### config.mk
export PLATFORM = sky130hd
export DESIGN_NAME = mux16_scan_ctrl
export DESIGN_NICKNAME = d
export VERILOG_FILES = /design/src/rtl/mux16_scan_pkg.sv /design/src/rtl/mux16_next_ch.sv /design/src/rtl/mux16_scan_ctrl.sv
export SDC_FILE = /design/constraint.sdc
export NUM_CORES = 1
export LEC_CHECK = 0
export ABC_AREA = 1
export CAP_MARGIN = 0
export CORE_MARGIN = 4
export CORE_UTILIZATION = 47
export DETAILED_ROUTE_END_ITERATION = 16
export PLACE_DENSITY_LB_ADDON = 0.08
export SETUP_SLACK_MARGIN = 0.5
export SLEW_MARGIN = 10
export SYNTH_ARGS = -nofsm -noshare
export SYNTH_HDL_FRONTEND = slang
export SYNTH_SLANG_ARGS = --single-unit
### constraint.sdc
create_clock -name clk_pad -period 1.9 [get_ports clk_pad]
set_input_delay 0.475 -clock clk_pad [delete_from_list [all_inputs] [get_ports clk_pad]]
set_output_delay 0.475 -clock clk_pad [all_outputs]
set_load 0.01 [all_outputs]
### src/rtl/mux16_scan_pkg.sv
`default_nettype none
// ============================================================
// mux16_scan_pkg: shared types and sizing for the mux16 scan sequencer
// Revision: 1.0
// ============================================================
package mux16_scan_pkg;

    localparam int NUM_CH = 16;
    localparam int SEL_W  = 4;

    typedef enum logic [2:0] {
        IDLE   = 3'd0,
        SEL    = 3'd1,
        SETTLE = 3'd2,
        SAMPLE = 3'd3,
        DONE   = 3'd4
    } state_t;

    // The settle counter counts down from SETTLE_CYCLES-1 to 0.
    function automatic int settle_cnt_w(input int cycles);
        return (cycles < 2) ? 1 : $clog2(cycles);
    endfunction

endpackage
`default_nettype wire

### src/rtl/mux16_next_ch.sv
`default_nettype none
// ============================================================
// mux16_next_ch: lowest set mask bit at or above the given index
// Revision: 1.0
// ============================================================
module mux16_next_ch
    import mux16_scan_pkg::*;
(
    input  logic [NUM_CH-1:0] rem_mask_i,
    input  logic [SEL_W-1:0]  cur_idx_i,
    output logic [SEL_W-1:0]  next_idx_o,
    output logic              none_left_o
);

    always_comb begin
        next_idx_o  = '0;
        none_left_o = 1'b1;
        for (int i = NUM_CH - 1; i >= 0; i--) begin
            if (rem_mask_i[i] && (i >= int'(cur_idx_i))) begin
                next_idx_o  = SEL_W'(i);
                none_left_o = 1'b0;
            end
        end
    end

endmodule
`default_nettype wire

### src/rtl/mux16_scan_ctrl.sv
`default_nettype none
// ============================================================
// mux16_scan_ctrl: drives the 16:1 inverting mux and captures its output
// Revision: 1.0
// ============================================================
module mux16_scan_ctrl
    import mux16_scan_pkg::*;
#(
    parameter int unsigned SETTLE_CYCLES = 1
) (
    input  logic              clk_pad,
    input  logic              rst_pad,
    input  logic              start_i,
    input  logic              abort_i,
    input  logic [NUM_CH-1:0] ch_mask_i,
    output logic [SEL_W-1:0]  mux_sel_o,
    output logic              mux_en_n_o,
    input  logic              mux_v_i,
    output logic              busy_o,
    output logic              done_o,
    output logic [NUM_CH-1:0] result_o,
    output logic              result_valid_o
);

    localparam int CNT_W = settle_cnt_w(int'(SETTLE_CYCLES));
    localparam logic [CNT_W-1:0] c_settle_load = CNT_W'(SETTLE_CYCLES - 1);

    state_t              state_q, state_d;
    logic [SEL_W-1:0]    sel_q, sel_d;
    logic                en_n_q, en_n_d;
    logic                busy_q, busy_d;
    logic                done_q, done_d;
    logic [NUM_CH-1:0]   result_q, result_d;
    logic                valid_q, valid_d;
    logic [NUM_CH-1:0]   mask_q, mask_d;
    logic [CNT_W-1:0]    cnt_q, cnt_d;

    logic [NUM_CH-1:0]   find_mask;
    logic [SEL_W-1:0]    find_idx;
    logic [SEL_W-1:0]    next_idx;
    logic                none_left;

    // In IDLE search the incoming mask from 0; otherwise search above the current channel.
    always_comb begin
        find_mask = mask_q & ~(NUM_CH'(1) << sel_q);
        find_idx  = sel_q;
        if (state_q == IDLE) begin
            find_mask = ch_mask_i;
            find_idx  = '0;
        end
    end

    mux16_next_ch u_next_ch (
        .rem_mask_i  (find_mask),
        .cur_idx_i   (find_idx),
        .next_idx_o  (next_idx),
        .none_left_o (none_left)
    );

    always_comb begin
        state_d  = state_q;
        sel_d    = sel_q;
        result_d = result_q;
        valid_d  = valid_q;
        mask_d   = mask_q;
        cnt_d    = cnt_q;

        case (state_q)
            IDLE: begin
                if (abort_i) begin
                    valid_d = 1'b0;
                end else if (start_i) begin
                    result_d = '0;
                    valid_d  = 1'b0;
                    mask_d   = ch_mask_i;
                    if (none_left) begin
                        state_d = DONE;
                    end else begin
                        state_d = SEL;
                        sel_d   = next_idx;
                    end
                end
            end
            SEL: begin
                state_d = SETTLE;
                cnt_d   = c_settle_load;
            end
            SETTLE: begin
                if (cnt_q == '0) state_d = SAMPLE;
                else             cnt_d   = cnt_q - CNT_W'(1);
            end
            SAMPLE: begin
                result_d[sel_q] = ~mux_v_i;
                mask_d          = find_mask;
                if (none_left) begin
                    state_d = DONE;
                end else begin
                    state_d = SEL;
                    sel_d   = next_idx;
                end
            end
            DONE: begin
                valid_d = 1'b1;
                state_d = IDLE;
            end
            default: state_d = IDLE;
        endcase

        // Abort keeps the partial result and the select, but never reports it as valid.
        if (abort_i && (state_q != IDLE)) begin
            state_d  = IDLE;
            sel_d    = sel_q;
            result_d = result_q;
            valid_d  = 1'b0;
        end

        en_n_d = !((state_d == SETTLE) || (state_d == SAMPLE));
        done_d = (state_d == DONE);
        busy_d = (state_d != IDLE);
    end

    always_ff @(posedge clk_pad or posedge rst_pad) begin
        if (rst_pad) begin
            state_q  <= IDLE;
            sel_q    <= '0;
            en_n_q   <= 1'b1;
            busy_q   <= 1'b0;
            done_q   <= 1'b0;
            result_q <= '0;
            valid_q  <= 1'b0;
            mask_q   <= '0;
            cnt_q    <= '0;
        end else begin
            state_q  <= state_d;
            sel_q    <= sel_d;
            en_n_q   <= en_n_d;
            busy_q   <= busy_d;
            done_q   <= done_d;
            result_q <= result_d;
            valid_q  <= valid_d;
            mask_q   <= mask_d;
            cnt_q    <= cnt_d;
        end
    end

    assign mux_sel_o      = sel_q;
    assign mux_en_n_o     = en_n_q;
    assign busy_o         = busy_q;
    assign done_o         = done_q;
    assign result_o       = result_q;
    assign result_valid_o = valid_q;

endmodule
`default_nettype wire

* Word level (Yosys, flattened, before mapping) *
Index checks and enable logic that the tools add are counted.

cells by class
  add/subtract/negate cells = 1
  magnitude comparators = 17
  equal/unequal tests = 10
  shift-type cells = 1
  muxes and demuxes = 59
  bitwise logic cells = 4
  reduce and logical (&&, ||, !) cells = 28

operators by type and width
  kind                    count
  $mux W16                5
  $mux W4                 20
  $pmux W16 S2            2
  $ge A4 B4 Y1 const A    7
  $mux W1                 21
  $logic_and A1 B1 Y1     17
  $and A16 B16 Y16        1
  $bwmux W16              1
  $ge A3 B4 Y1 const A    4
  $not A16 Y16            1
  $shl A1 B4 Y16 const A  1
  $mux W3                 5
  $eq A3 B2 Y1 const B    4
  $pmux W3 S4             1
  $reduce_bool A3 Y1      3
  $ge A1 B4 Y1 const A    2
  $ge A2 B4 Y1 const A    2
  $pmux W4 S2             1
  $eq A3 B3 Y1 const B    2
  $lt A4 B5 Y1 const B    1
  $demux W1 S4            1
  $ge A4 B1 Y1 const B    1
  $ne A2 B2 Y1 const B    2
  $ne A4 B3 Y1 const B    1
  other kinds (11)        14

storage, ports and cells
  flip-flop bits (word level) = 44
  output and inout bits = 24
  word-level logic and storage cells = 129

* Longest topological paths before layout *
Gate-level depths: netlist of run 1.

  depth in word-level cells = 28
  depth in mapped cells = 22
  gate-level depth less buffers = 21

* Cells and area by module *
From an unflattened synthesis of run 1, not the netlist that was laid out.

unflattened totals
  cell total of the unflattened synthesis = 480
  area, all modules = 3009.1 um2

modules (own cells, without submodules)
  module           instances  cells an instance  area an instance (um2)  sequential area each (um2)
  mux16_scan_ctrl  1          410                2697.6                  1077.3
  mux16_next_ch    1          70                 311.5                   0.0

* Worst setup path before layout of run 1 *
Ideal clock, no wire load.

  path kind = register to register
  start point = register state_q[1]
  end point = register sel_q[1] (netlist: mux_sel_o[1])
  data arrival time = 1.791 ns
  setup slack = -0.013 ns
  stages on the path, launching flop included = 15
  period minus slack after synthesis = 1.913 ns
  path through = dfrtp_1 inv_1 nand2_1 nor2_4 buf_6 nor3_1 a21oi_1 nand2_1 nor2_1 nand3b_1 nand3b_4 nand2_2 nor2_2 nand3_1 o21ai_1

between the ends
  word-level cells in the longest chain between the ends = 23
  elaborated cells between the ends (all ways) = 77
  those cells by class = order compare: 15; eq/ne: 3; mux: 38; bitwise: 1; reduce/logical: 20

RTL lines
  item                                                     RTL line                                      source
  from (decl)                                              mux16_scan_ctrl.sv:28                         state_t state_q, state_d;
  from (signal assigned)                                   mux16_scan_ctrl.sv:134                        state_q <= state_d;
  $logic_not A3 Y1                                         mux16_scan_ctrl.sv:47, mux16_scan_ctrl.sv:68
  $mux W4                                                  mux16_scan_ctrl.sv:47                         if (state_q == IDLE) begin
  $ge A4 B4 Y1                                             mux16_next_ch.sv:19                           if (rem_mask_i[i] && (i >= int'(cur_idx_i))) begin
  $logic_and A1 B1 Y1                                      mux16_next_ch.sv:19
  $mux W4 / $mux W1 (equally long branches) (15 in a row)  mux16_next_ch.sv:19
  $mux W4                                                  mux16_scan_ctrl.sv:76, mux16_scan_ctrl.sv:95
  $mux W4                                                  mux16_scan_ctrl.sv:72                         end else if (start_i) begin
  $mux W4                                                  mux16_scan_ctrl.sv:70                         if (abort_i) begin
  $pmux W4 S2                                              mux16_scan_ctrl.sv:68                         case (state_q)
  to (signal assigned)                                     mux16_scan_ctrl.sv:135                        sel_q <= sel_d;
  to (decl)                                                mux16_scan_ctrl.sv:29                         logic [SEL_W-1:0] sel_q, sel_d;

Several ways; a longest one is shown, not always the timed one. The select of a mux whose other input is x is not followed.
A chain may end at the register's enable or synchronous reset.

* Final worst setup path of run 1 *
  start point = register state_q[0]
  end point = register sel_q[0] (netlist: mux_sel_o[0])

Same word-level chain as after synthesis.

==> out/metrics.cfg, run 1 <==
[logic_synthesis]
yosysMostFrequentCell = nand2_1
ys_seq_elements = 42
yosysWarnings = 0
netlist.top_cell.by_area = dfrtp_1
ys_seq_area_share_pct = 42.5
synthArstFlopShare_pct = 100
synth_area_leaders = dfrtp_1 41%, nand2_1 13%, nor2_1 5.3%
synth_top_area_share_pct = 41.5
synthesis.nets = 362
ys_top_cells_by_count = 88 x nand2_1, 41 x dfrtp_1, 35 x nor2_1
syn_area_per_cell_um2 = 7.25
synth_edf_count = 0
synthFlopType = dfrtp_1
netlist_instances = 341
synthesis.area_um2 = 2470
synth.distinct_cells = 39

[setup_path]
crit_chain = buf_6 -> inv_4 -> nand2_4 -> nor2_4 -> buf_12 -> buf_12 -> nor2_1 -> nand2_1 -> nand3_2 -> nand2_1 -> nand2_1 -> nand2_1 -> nand2_1 -> nand2_1 -> nand2_1 -> nand2_1 -> nand2_1 -> nand2_1 -> nand2_1 -> nand2_1 -> nand2_1 -> nand2_1 -> nand2_1 -> nand2_1
start_kind = register
critPathSlowestCell = dfrtp_1
max_stage_delay_ps = 420
cp.required_ps = 2090
critPathArrivalTime_ps = 2610
crit_buf_inv = 4
path_common_cell = nand2_1
critical-path-top-delay-family = simple AND/OR/NAND/NOR gates
cp_max_fo = 6
worst-path-stages = 24
crit_type = reg -> reg
worstSetupEndpointType = register
reg2reg_depth = 24

[route]
drt_iter0_markers = 450
ant_nets = 0
wirelength_um = 11800
drc = 0
via_per_inst = 6.06
dr.pass1.iters = 6
vias = 3442
wire_per_inst_um = 20.7

[timing]
rsz0062_at_grt = yes
finalSetupViolCount = 39
period_minus_slack_ps = 2420
slew-limit-headroom_pct = 71.6
clock_skew_ps = 6.45
fin_crit_sh_pct = 127
tightest_slew_ps = 424
finalHoldViolations = 0
setup_slack_ps = -519
max_freq_mhz = 413
maxSlewViolCount = 0

[cts]
cts_tree = built
cts_made_buffers = 5
clk-insertion-delay-late_ps = 300
clkTransAtPathRegs_ps = 90
cts.htree.levels = 2
root_buffer = clkbuf_8
clkSinkCount = 42
clockBufferDepth = 2

[grt]
grt_max_degree = 22
antenna_found_initial = 0
grt_pass1_wl_um = 15400
grt_pass1_vias = 3168
grt_usage_pct = 31.6
grt_overflow = 0

[place]
port_buffers = 44
post-place-cells = 524
hpwlAfterDp_um = 6050
gp_congestion = 0.898

[cells_and_area]
final-instance-count-excl-fill = 568
drive_gt1_share_pct = 48.0
syn2layout_area_growth_pct = 80.6
fin_util_pct = 87.5
antenna_cells = 0
final_net_count = 518

[power_and_ir_drop]
leakagePower_uw = 0.00222
power_density_nw_per_um2 = 1600
ir_worst_vdd_v = 0.000882

[run]
cap_violations = 0

[floorplanning]
core_area_um2 = 5110
pin_count = 45
num_rows = 26
die_w_um = 80.5
die-area_um2 = 6490
start_util_pct = 48.4
fp.dieH_um = 80.5

[outcome]
status = finished with violations
violations = setup timing

[min_path]
hold_path.class = in -> async

## through the flow
stage / setup WS, ps / hold WS, ps / instance area, µm² / power [µW] / TNS (ps)
floorplan: 24.5 / 453 / 2520 / 3120 / 0
global placement: -302 / 471 / 3640 / 4640 / -7230
detailed placement: -359 / 478 / 3640 / 4680 / -8100
CTS: -204 / 498 / 4260 / 6190 / -1600
global route: -743 / 538 / 4470 / 7450 / -15080
finish: -519 / 513 / 4470 / 7130 / -10720
## cells in the final DEF (no fill, tap or decap), drive strengths merged, types with 8 or more instances in the layout
cell	synthesis	layout
buf	7	128
nand2	90	91
inv	45	44
dfrtp	41	41
nor2	41	41
clkdlybuf4s50	0	20
nor3	19	19
clkbuf	5	18
nand3	16	16
o21ai	16	16
a21oi	15	15
o211ai	9	9
a31oi	8	8
## area by class of cell
class                           instances  area, µm²
Multi-Input combinational cell        242       1570
Timing Repair Buffer                  160       1460
Sequential cell                        42       1060
Fill cell                             245        641
Inverter                               46        181
Tap cell                               70       87.6
Clock buffer                            7       76.3
Clock inverter                          1       30.0
## sequential cells by signal (all words and copies together) (netlist names)
name	cells
busy_o	1
done_o	1
mask_q	15
mux_en_n_o	1
mux_sel_o	4
result_o	16
result_valid_o	1
state_q	3
## final timing paths
check | slack, ps | start | to
max | -520 | state_q[0] | mux_sel_o[0]
min | 510 | rst_pad | result_o[2]
max reg2reg | -520 | state_q[0] | mux_sel_o[0]
min reg2reg | 530 | mask_q[9] | mask_q[9]
max in group asynchronous | 940 | rst_pad | mux_sel_o[3]
min in group clk_pad | 530 | mask_q[9] | mask_q[9]
## per-layer routing
layer,global-route usage (%),share of wire (%)
met5,0,0
met4,16.2,7.3
met3,5.49,9.5
met2,54.3,47
met1,37.5,37
## report_power, final
group          switching, µW  internal [µW]  total, µW  leakage, µW
sequential               255           1180       1430     0.000537
combinational           2610           2350       4960      0.00163
clock                    346            394        740    0.0000524
total                   3210           3920       7130      0.00222
## cells by family after synthesis
kind of cell | share of synthesized area (%)
AO/OA/AOI/OAI | 17.9
buffers and inverters | 9.46
flip-flops | 42.5
AND/OR/NAND/NOR | 30.1
## repair_timing
action,CTS,global route
endpoints found under the setup margin,63,60
buffers inserted,18,14
resized for setup,158,43
hold buffers,0,0
gates cloned,2,2
pin swaps,11,12
Note: power is estimated with default switching activity, not from simulation.
==> inputs of run 2 (changes only) <==
--- a/config.mk
+++ b/config.mk
@@ -9,6 +9,7 @@
 export CAP_MARGIN = 0
 export CORE_MARGIN = 4
 export CORE_UTILIZATION = 47
+export CTS_CLUSTER_DIAMETER = 100
 export DETAILED_ROUTE_END_ITERATION = 16
 export PLACE_DENSITY_LB_ADDON = 0.08
 export SETUP_SLACK_MARGIN = 0.5
==> results of run 2 <==
The final DEF is identical to that of run 1; final timing and power are the same.
==> inputs of run 3 (changes only) <==
--- a/config.mk
+++ b/config.mk
@@ -7,7 +7,6 @@
 export LEC_CHECK = 0
 export ABC_AREA = 1
 export CAP_MARGIN = 0
-export CORE_MARGIN = 4
 export CORE_UTILIZATION = 47
 export CTS_CLUSTER_DIAMETER = 100
 export DETAILED_ROUTE_END_ITERATION = 16
==> out/metrics.cfg, run 3 (synthesis gave the netlist of run 1 again) <==
[outcome]
status = finished with violations
violations = setup timing

[cts]
clk-insertion-delay-late_ps = 320  ; +20 ps
clkSinkCount = 42  ; unchanged
clockBufferDepth = 2  ; unchanged
cts.htree.levels = 2  ; unchanged
cts-hold-fix-buffers = 0  ; unchanged
clkTransAtPathRegs_ps = 90  ; about the same
cts_made_buffers = 5  ; unchanged
root_buffer = clkbuf_8
cts_tree = built

[route]
wirelength_um = 13400  ; +14%
wire_per_inst_um = 23.4  ; +13%
drc = 0  ; unchanged
dr.pass1.iters = 7  ; +1
drt_iter0_markers = 620  ; +38%
vias = 3711  ; +7.8%
via_per_inst = 6.49  ; +7.1%
ant_nets = 0  ; unchanged

[timing]
fin_crit_sh_pct = 137  ; +10 points
finalHoldViolations = 0  ; unchanged
holdWs_ps = 539  ; +26.4 ps
finalSetupViolCount = 39  ; unchanged
setup_slack_ps = -709  ; -190 ps
slew-limit-headroom_pct = 66.9  ; -4.7 points
tightest_slew_ps = 495  ; +70.9 ps
clock_skew_ps = 7.65  ; +1.19 ps
rsz0062_at_grt = yes
maxSlewViolCount = 0  ; unchanged
max_freq_mhz = 383  ; -7.3%
period_minus_slack_ps = 2610  ; +190 ps

[place]
placed_cell_area_um2 = 3610  ; -0.89%
post-place-cells = 523  ; -0.19%
hpwlAfterDp_um = 5720  ; -5.5%
gp_congestion = 1.01  ; +13%
port_buffers = 44  ; unchanged

[grt]
grt_pass1_wl_um = 14000  ; -9.3%
grt_max_degree = 43  ; +95%
grt_pass1_vias = 2912  ; -8.1%
grt_usage_pct = 33.9  ; +2.3 points
grt_overflow = 0  ; unchanged
antenna_found_initial = 0  ; unchanged

[min_path]
hold_path.class = reg -> reg

[cells_and_area]
final_common_cell = buf_4
design_area_um2 = 4660  ; +4.4%
largest_reg_flops = 16  ; unchanged
final-instance-count-excl-fill = 572  ; +0.70%
final_net_count = 522  ; +0.77%
antenna_cells = 0  ; unchanged
layout_common_cells = 87 x buf_4, 64 x nand2_1, 37 x dfrtp_1
drive_gt1_share_pct = 55.6  ; +7.6 points
syn2layout_area_growth_pct = 88.5

[power_and_ir_drop]
ir_worst_vdd_v = 0.00101  ; +14%
power_density_nw_per_um2 = 1650  ; +3.0%
leakagePower_uw = 0.00224  ; +1.0%

[setup_path]
path_common_cell = nand2_1
cp.required_ps = 2110  ; +20 ps
reg2reg_from = mux_sel_o[2]
critical_path.endpoint = mux_sel_o[0]
startpoint = mux_sel_o[2]
cp_max_fo = 5  ; -1
rr_endpoint = mux_sel_o[0]
crit_type = reg -> reg
reg2reg_depth = 19  ; -21%
critPathSlowestCell = dfrtp_2
critPathArrivalTime_ps = 2820  ; +210 ps
start_kind = register
worstSetupEndpointType = register
max_stage_delay_ps = 490  ; +70 ps
regToRegSetupSlack_ps = -710  ; -190 ps
crit_chain = inv_1 -> nand2_1 -> buf_4 -> nor2_2 -> nor2_1 -> nand2_1 -> o2bb2ai_2 -> nand2_1 -> nand2_1 -> nand2_1 -> nand2_1 -> nand2_1 -> nand2_1 -> nand2_1 -> nand2_1 -> nand2_1 -> nand2_1 -> nand2_1 -> nand2_1

[floorplanning]
die-area_um2 = 5560  ; -14%
core_area_um2 = 5070  ; -0.64%
start_util_pct = 48.7  ; +0.31 points
num_rows = 26  ; unchanged
fp.dieH_um = 74.5  ; -7.4%
pin_count = 45  ; unchanged
die_w_um = 74.5  ; -7.4%

[run]
cap_violations = 0  ; unchanged

-- run 3: changes by cell type in the layout (fill, tap and decap cells not counted), moves of 6 or more --
cell	change
nand2_1	-7
a21oi_2	+9
nor2_4	+6
nor2_1	-8
clkbuf_2	+8
o21ai_2	+6
a21oi_1	-10
buf_2	-8
-- run 3: report_power, final --
part	internal, µW	switching, µW	leakage (µW)
sequential	1180	302	0.000537
clock	293	348	0.0000472
combinational	2540	3010	0.00166
-- run 3: timing repair --
item | in CTS | in global routing
pin swaps | 10 | 24
setup buffers | 22 | 13
endpoints found under the setup margin | 63 | 63
hold endpoints to repair | 0 | 0
resized for setup | 122 | 121
cloned | 0 | 6
-- run 3: metrics by stage --
stage | power [µW] | worst slack [ps] | setup TNS (ps) | util [%]
finish | 7670 | -709 | -10070 | 91.9
global route | 7950 | -903 | -12740 | 91.9
CTS | 5930 | -143 | -809 | 80.3
detailed placement | 4700 | -356 | -6470 | 71.2
global placement | 4640 | -264 | -6150 | 71.2
floorplan | 3120 | 24.5 | 0 | -
-- run 3: layout make-up --
| class | instances | area [µm²] |
|---|---|---|
| multi-input cells | 241 | 1730 |
| repair buffers | 165 | 1510 |
| flip-flops and latches | 42 | 1060 |
| fillers | 189 | 412 |
| inverters | 46 | 183 |
| well taps | 70 | 87.6 |
| clock buffers | 6 | 82.6 |
| clock inverters | 2 | 12.5 |
-- run 3: critical path: cells and delay by family (launching register included) --
| kind | cells | cell delay (ps) |
|---|---|---|
| flip-flops | 1 | 490 |
| buffers and inverters | 2 | 320 |
| AO/OA/AOI/OAI | 1 | 160 |
| AND/OR/NAND/NOR | 16 | 1510 |
-- run 3: worst min-delay path by stage --
stage	from	to	slack, ps	cells past startpoint
2_1_floorplan	mask_q[13]	mask_q[13]	450	2
3_5_place_dp	mask_q[13]	mask_q[13]	490	2
5_1_grt	mask_q[6]	mask_q[6]	560	2
3_3_place_gp	mask_q[13]	mask_q[13]	470	2
4_1_cts	mask_q[13]	mask_q[13]	510	2
6_report	mask_q[8]	mask_q[8]	540	2
-- run 3: per-layer routing --
metal	up-vias	global-route usage [%]	routed length, µm
li1	1454	-	-
met1	1701	43.8	4360
met2	399	57.9	5980
met3	157	5.42	1700
met4	0	11.1	1370
met5	-	0	0
